### src/rtl/icache_axi_rd_engine.sv
// Instruction-cache refill read engine: turns one refill request into a single
// AXI INCR read burst and streams the returned beats straight to the cache.
module icache_axi_rd_engine #(
    parameter int unsigned AddrWidth = 64,
    parameter int unsigned DataWidth = 64,
    parameter int unsigned IdWidth   = 4,
    parameter int unsigned MaxBeats  = 4
) (
    input  logic                                                  clk_i,
    input  logic                                                  rst_ni,
    input  logic                                                  rd_req_i,
    output logic                                                  rd_gnt_o,
    input  logic [AddrWidth-1:0]                                  rd_addr_i,
    input  logic [((MaxBeats > 1) ? $clog2(MaxBeats) : 1)-1:0]    rd_blen_i,
    input  logic                                                  rd_nc_i,
    input  logic [IdWidth-1:0]                                    rd_id_i,
    output logic                                                  rd_valid_o,
    output logic                                                  rd_last_o,
    output logic [DataWidth-1:0]                                  rd_data_o,
    output logic [IdWidth-1:0]                                    rd_id_o,
    output logic                                                  rd_exokay_o,
    output logic                                                  rd_err_o,
    output logic                                                  ar_valid_o,
    input  logic                                                  ar_ready_i,
    output logic [AddrWidth-1:0]                                  ar_addr_o,
    output logic [7:0]                                            ar_len_o,
    output logic [2:0]                                            ar_size_o,
    output logic [1:0]                                            ar_burst_o,
    output logic [3:0]                                            ar_cache_o,
    output logic [IdWidth-1:0]                                    ar_id_o,
    input  logic                                                  r_valid_i,
    output logic                                                  r_ready_o,
    input  logic [DataWidth-1:0]                                  r_data_i,
    input  logic [1:0]                                            r_resp_i,
    input  logic                                                  r_last_i,
    input  logic [IdWidth-1:0]                                    r_id_i,
    output logic                                                  busy_o
);

    localparam int unsigned BlenWidth = (MaxBeats > 1) ? $clog2(MaxBeats) : 1;
    localparam int unsigned OffWidth  = $clog2(DataWidth / 8);
    localparam logic [AddrWidth-1:0] AlignMask = AddrWidth'(DataWidth / 8 - 1);

    typedef enum logic [1:0] {
        IDLE,
        AR,
        RDATA
    } state_e;

    state_e                 state_q, state_d;
    logic [AddrWidth-1:0]   addr_q;
    logic [BlenWidth-1:0]   blen_q;
    logic                   nc_q;
    logic [IdWidth-1:0]     id_q;
    logic [BlenWidth-1:0]   cnt_q;
    logic                   err_q;

    logic                   capture;
    logic                   ar_hs;
    logic                   beat;
    logic                   beat_final;
    logic                   beat_err;
    logic                   cnt_at_len;
    logic [BlenWidth-1:0]   len_eff;

    // Non-cacheable fetches are always a single beat regardless of blen.
    assign len_eff    = nc_q ? '0 : blen_q;

    assign ar_addr_o  = addr_q & ~AlignMask;
    assign ar_len_o   = 8'(len_eff);
    assign ar_size_o  = 3'(OffWidth);
    assign ar_burst_o = 2'b01;
    assign ar_cache_o = nc_q ? 4'b0000 : 4'b1111;
    assign ar_id_o    = id_q;

    assign ar_hs      = ar_valid_o & ar_ready_i;
    assign rd_gnt_o   = ar_hs;

    assign beat       = r_valid_i & r_ready_o;
    assign cnt_at_len = (cnt_q == len_eff);
    // A burst ends on r_last or on the expected final beat, whichever comes first.
    assign beat_final = beat & (r_last_i | cnt_at_len);
    assign beat_err   = r_resp_i[1] | (r_id_i != id_q);

    assign rd_valid_o  = beat;
    assign rd_data_o   = r_data_i;
    assign rd_id_o     = r_id_i;
    assign rd_last_o   = beat_final;
    assign rd_exokay_o = beat & (r_resp_i == 2'b01);
    assign rd_err_o    = beat_final & (err_q | beat_err | (r_last_i != cnt_at_len));

    always_comb begin
        state_d    = state_q;
        capture    = 1'b0;
        ar_valid_o = 1'b0;
        r_ready_o  = 1'b0;
        busy_o     = 1'b0;
        unique case (state_q)
            IDLE: begin
                if (rd_req_i) begin
                    capture = 1'b1;
                    state_d = AR;
                end
            end
            AR: begin
                ar_valid_o = 1'b1;
                busy_o     = 1'b1;
                if (ar_ready_i) state_d = RDATA;
            end
            RDATA: begin
                r_ready_o = 1'b1;
                busy_o    = 1'b1;
                if (beat_final) state_d = IDLE;
            end
            default: state_d = IDLE;
        endcase
    end

    always_ff @(posedge clk_i or negedge rst_ni) begin
        if (!rst_ni) begin
            state_q <= IDLE;
            addr_q  <= '0;
            blen_q  <= '0;
            nc_q    <= 1'b0;
            id_q    <= '0;
            cnt_q   <= '0;
            err_q   <= 1'b0;
        end else begin
            state_q <= state_d;
            if (capture) begin
                addr_q <= rd_addr_i;
                blen_q <= rd_blen_i;
                nc_q   <= rd_nc_i;
                id_q   <= rd_id_i;
            end
            if (ar_hs) begin
                cnt_q <= '0;
                err_q <= 1'b0;
            end else if (beat) begin
                cnt_q <= cnt_q + BlenWidth'(1);
                err_q <= err_q | beat_err;
            end
        end
    end

endmodule

### config.mk
export PLATFORM = sky130hd
export DESIGN_NAME = icache_axi_rd_engine
export DESIGN_NICKNAME = d
export VERILOG_FILES = /design/src/rtl/icache_axi_rd_engine.sv
export SDC_FILE = /design/constraint.sdc
export NUM_CORES = 1
export LEC_CHECK = 0
export BUFFER_PORTS_ARGS = -buffer_cell sky130_fd_sc_hd__buf_2
export CAP_MARGIN = 25
export CORE_AREA = 2 2 118 120
export CTS_CLUSTER_DIAMETER = 150
export DETAILED_ROUTE_END_ITERATION = 8
export DIE_AREA = 0 0 120 122
export GPL_TIMING_DRIVEN = 0
export SYNTH_ARGS = -nofsm -noshare
export SYNTH_HDL_FRONTEND = slang
export SYNTH_SLANG_ARGS = --single-unit
export TNS_END_PERCENT = 100
### constraint.sdc
create_clock -name clk_i -period 5.86 [get_ports clk_i]
set_input_delay 1.758 -clock clk_i [delete_from_list [all_inputs] [get_ports clk_i]]
set_output_delay 1.758 -clock clk_i [all_outputs]
set_load 0.01 [all_outputs]
==> results.json <==
{
  "status": "completed",
  "htree_levels": 3,
  "critPathCaptureType": "output pin",
  "postSynthCellCount": 277,
  "path_common_cell": "buf_2",
  "tritoncts": "yes",
  "layout-drive-gt1-share_pct": 76.13,
  "cp_data_arrival_time_ns": 2.88,
  "fp.dieH_um": 122,
  "finalNonFillerCells": 712,
  "track_usage_pct": 12.85,
  "crit_buf_inv": 2,
  "numPlacedInstances": 696,
  "min_period_ns": 4.634,
  "synth_seq_cells": 73,
  "dp_slack_ns": 1.234,
  "tritoncts.num_buffers": 9,
  "ir_drop_mv": 0.2167,
  "maxSlewHeadroom_pct": 61.54,
  "grt_pass1_vias": 2753,
  "cpPeakStageDelay_ns": 0.50,
  "die_w_um": 120,
  "coreArea_um2": 13500,
  "rr_startpoint": "nc_q",
  "final_util_pct": 39.62,
  "synth_area_um2": 3581,
  "holdBufCountCts": 0,
  "rows": 43,
  "n_antenna_cell": 0,
  "fillers": 1310,
  "cp-endpoint": "rd_err_o",
  "nets": 680,
  "hold_viol": 0,
  "power_leakage_nw": 2.875,
  "worstPathRequired_ns": 4.10,
  "ant_nets": 0,
  "clock_path_buffers": 2,
  "period_share_pct": 79.07,
  "wl_per_cell_um": 13.73,
  "setup_viol": 0,
  "drc_errors": 0,
  "tightestPinTransition_ns": 0.5624,
  "start_kind": "input port",
  "seq_area_frac_synth_pct": 51.01,
  "reg2regPathDepth": 7,
  "synth.yosys.warnings": 0,
  "synth.avg_cell_area_um2": 12.93,
  "initial_core_util_pct": 26.52,
  "reg2reg_to": "state_q[1]",
  "path_depth": 5,
  "power.density_nw_per_um2": 483.3,
  "crit_path_top_delay_cell": "a2111oi_0",
  "rsz0062_at_grt": "no",
  "post_cts_buffers": 0,
  "portBuffers": 226,
  "num_io_pins": 308,
  "totalWireLength_um": 9776,
  "clkLatencyLatePin_ns": 0.34,
  "tns_ns": 0,
  "final_cell_mix": "buf_2, buf_4, dfrtp_1",
  "criticalPathCategory": "input port to output pin",
  "worstPathCellList": "buf_2 -> xor2_1 -> a2111oi_0 -> a311oi_1 -> buf_2",
  "skew_ns": 0.007902,
  "dp_hpwl_um": 8104,
  "maxCapViolations": 0,
  "path_clk_slew_ns": 0.06,
  "ys_types": 22,
  "fmax_ghz": 0.2158,
  "cts_root_buf": "clkbuf_16",
  "die_area_um2": 14640,
  "drtPass1Iterations": 4,
  "startpoint": "r_id_i[2]",
  "antenna_found_initial": 0,
  "r2r_slack_ns": 3.60,
  "grt_max_degree": 50,
  "grt_overflow": 0,
  "hold_path.class": "flip-flop to flip-flop",
  "cts_sinks": 73,
  "final_common_cell": "buf_2",
  "cts_resized": 0,
  "grt_pass1_wl_um": 14210,
  "gp_congestion": 0.6884,
  "crit_family": "compound AO/OA/AOI/OAI gates",
  "drv_slew": 0,
  "vias_per_cell": 3.962,
  "crit_fanout": 2,
  "timing.final.ws_setup_ns": 1.226,
  "drtIter0Drc": 41,
  "num_vias": 2821,
  "syn2layout_area_growth_pct": 49.41
}
synth_stat cells:
library cell | n | area [um^2]
a211oi_1 | 1 | 7.510
dfrtp_1 | 73 | 1827
nand3_1 | 1 | 5.000
conb_1 | 2 | 7.510
nor2b_1 | 2 | 12.51
mux2_2 | 70 | 788.3
a311oi_1 | 1 | 8.760
a2111oi_0 | 1 | 8.760
buf_2 | 5 | 25.02
nand2b_1 | 1 | 6.260
buf_4 | 87 | 653.1
nor2_1 | 3 | 11.26
a222oi_1 | 1 | 10.01
a21oi_1 | 1 | 5.000
nor3b_1 | 1 | 7.510
ha_1 | 6 | 75.07
inv_1 | 9 | 33.78
o211a_1 | 1 | 10.01
nand2_1 | 3 | 11.26
xnor2_1 | 4 | 35.03
and2_1 | 1 | 6.260
xor2_1 | 3 | 26.28
worst min-delay path by stage:
| stage | slack [ns] | depth (start not counted) | from | end |
|---|---|---|---|---|
| CTS | 0.50 | 1 | blen_q[0] | blen_q[0] |
| detailed placement | 0.49 | 1 | addr_q[58] | addr_q[58] |
| finish | 0.50 | 1 | addr_q[48] | addr_q[48] |
| floorplan | 0.47 | 1 | blen_q[0] | blen_q[0] |
| global route | 0.51 | 1 | blen_q[0] | blen_q[0] |
| global placement | 0.48 | 1 | addr_q[58] | addr_q[58] |
per-layer routing:
layer	share of wire, %	up-vias	track usage, %
li1	-	1312	-
met1	36	1325	13.52
met2	52	174	22.73
met3	9.9	10	4.869
met4	1.8	0	5.956
met5	0	-	0
state kept, by name, summed over array words and instances, names as in the netlist:
signal	count
blen_q	2
addr_q	61
state_q	2
nc_q	1
err_q	1
ar_id_o	4
cnt_q	2
layout make-up:
type                            instances  area, um^2  share of cell area [%]
Inverter                                9       33.78                  0.6314
Timing Repair Buffer                  227        1161                   21.70
Buffer                                 92       678.2                   12.68
Clock buffer                           11       252.7                   4.724
Multi-Input combinational cell        115        1087                   20.32
Tap cell                              180       225.2                   4.210
Sequential cell                        73        1827                   34.14
Clock inverter                          5       85.08                   1.590
cell families (layout without fill, tap and decap cells):
logic type,after synthesis,count (layout),synth area share (%)
adder cells (fa/ha/maj),6,6,2.096
buffers and inverters,101,344,19.88
AO/OA/AOI/OAI,6,6,1.398
XOR/XNOR,7,7,1.712
AND/OR/NAND/NOR,12,12,1.677
flip-flops,73,73,51.01
other,2,14,0.2097
multiplexers,70,70,22.01
power by group:
part | leakage, nW | switching, mW | internal [mW]
Sequential | 0.863 | 0.138 | 0.763
Combinational | 1.85 | 0.500 | 0.571
Clock | 0.163 | 0.215 | 0.399
Total | 2.87 | 0.853 | 1.73
stage by stage:
| step | area, um^2 | hold slack, ns | power (mW) |
|---|---|---|---|
| after floorplan | 3626 | 0.4712 | 1.542 |
| after global placement | 4982 | 0.4838 | 1.959 |
| after detailed placement | 5012 | 0.4873 | 2.001 |
| after CTS | 5350 | 0.5039 | 2.636 |
| after global routing | 5350 | 0.5094 | 2.759 |
| final | 5350 | 0.5010 | 2.586 |
(Power assumes the default switching activity.)
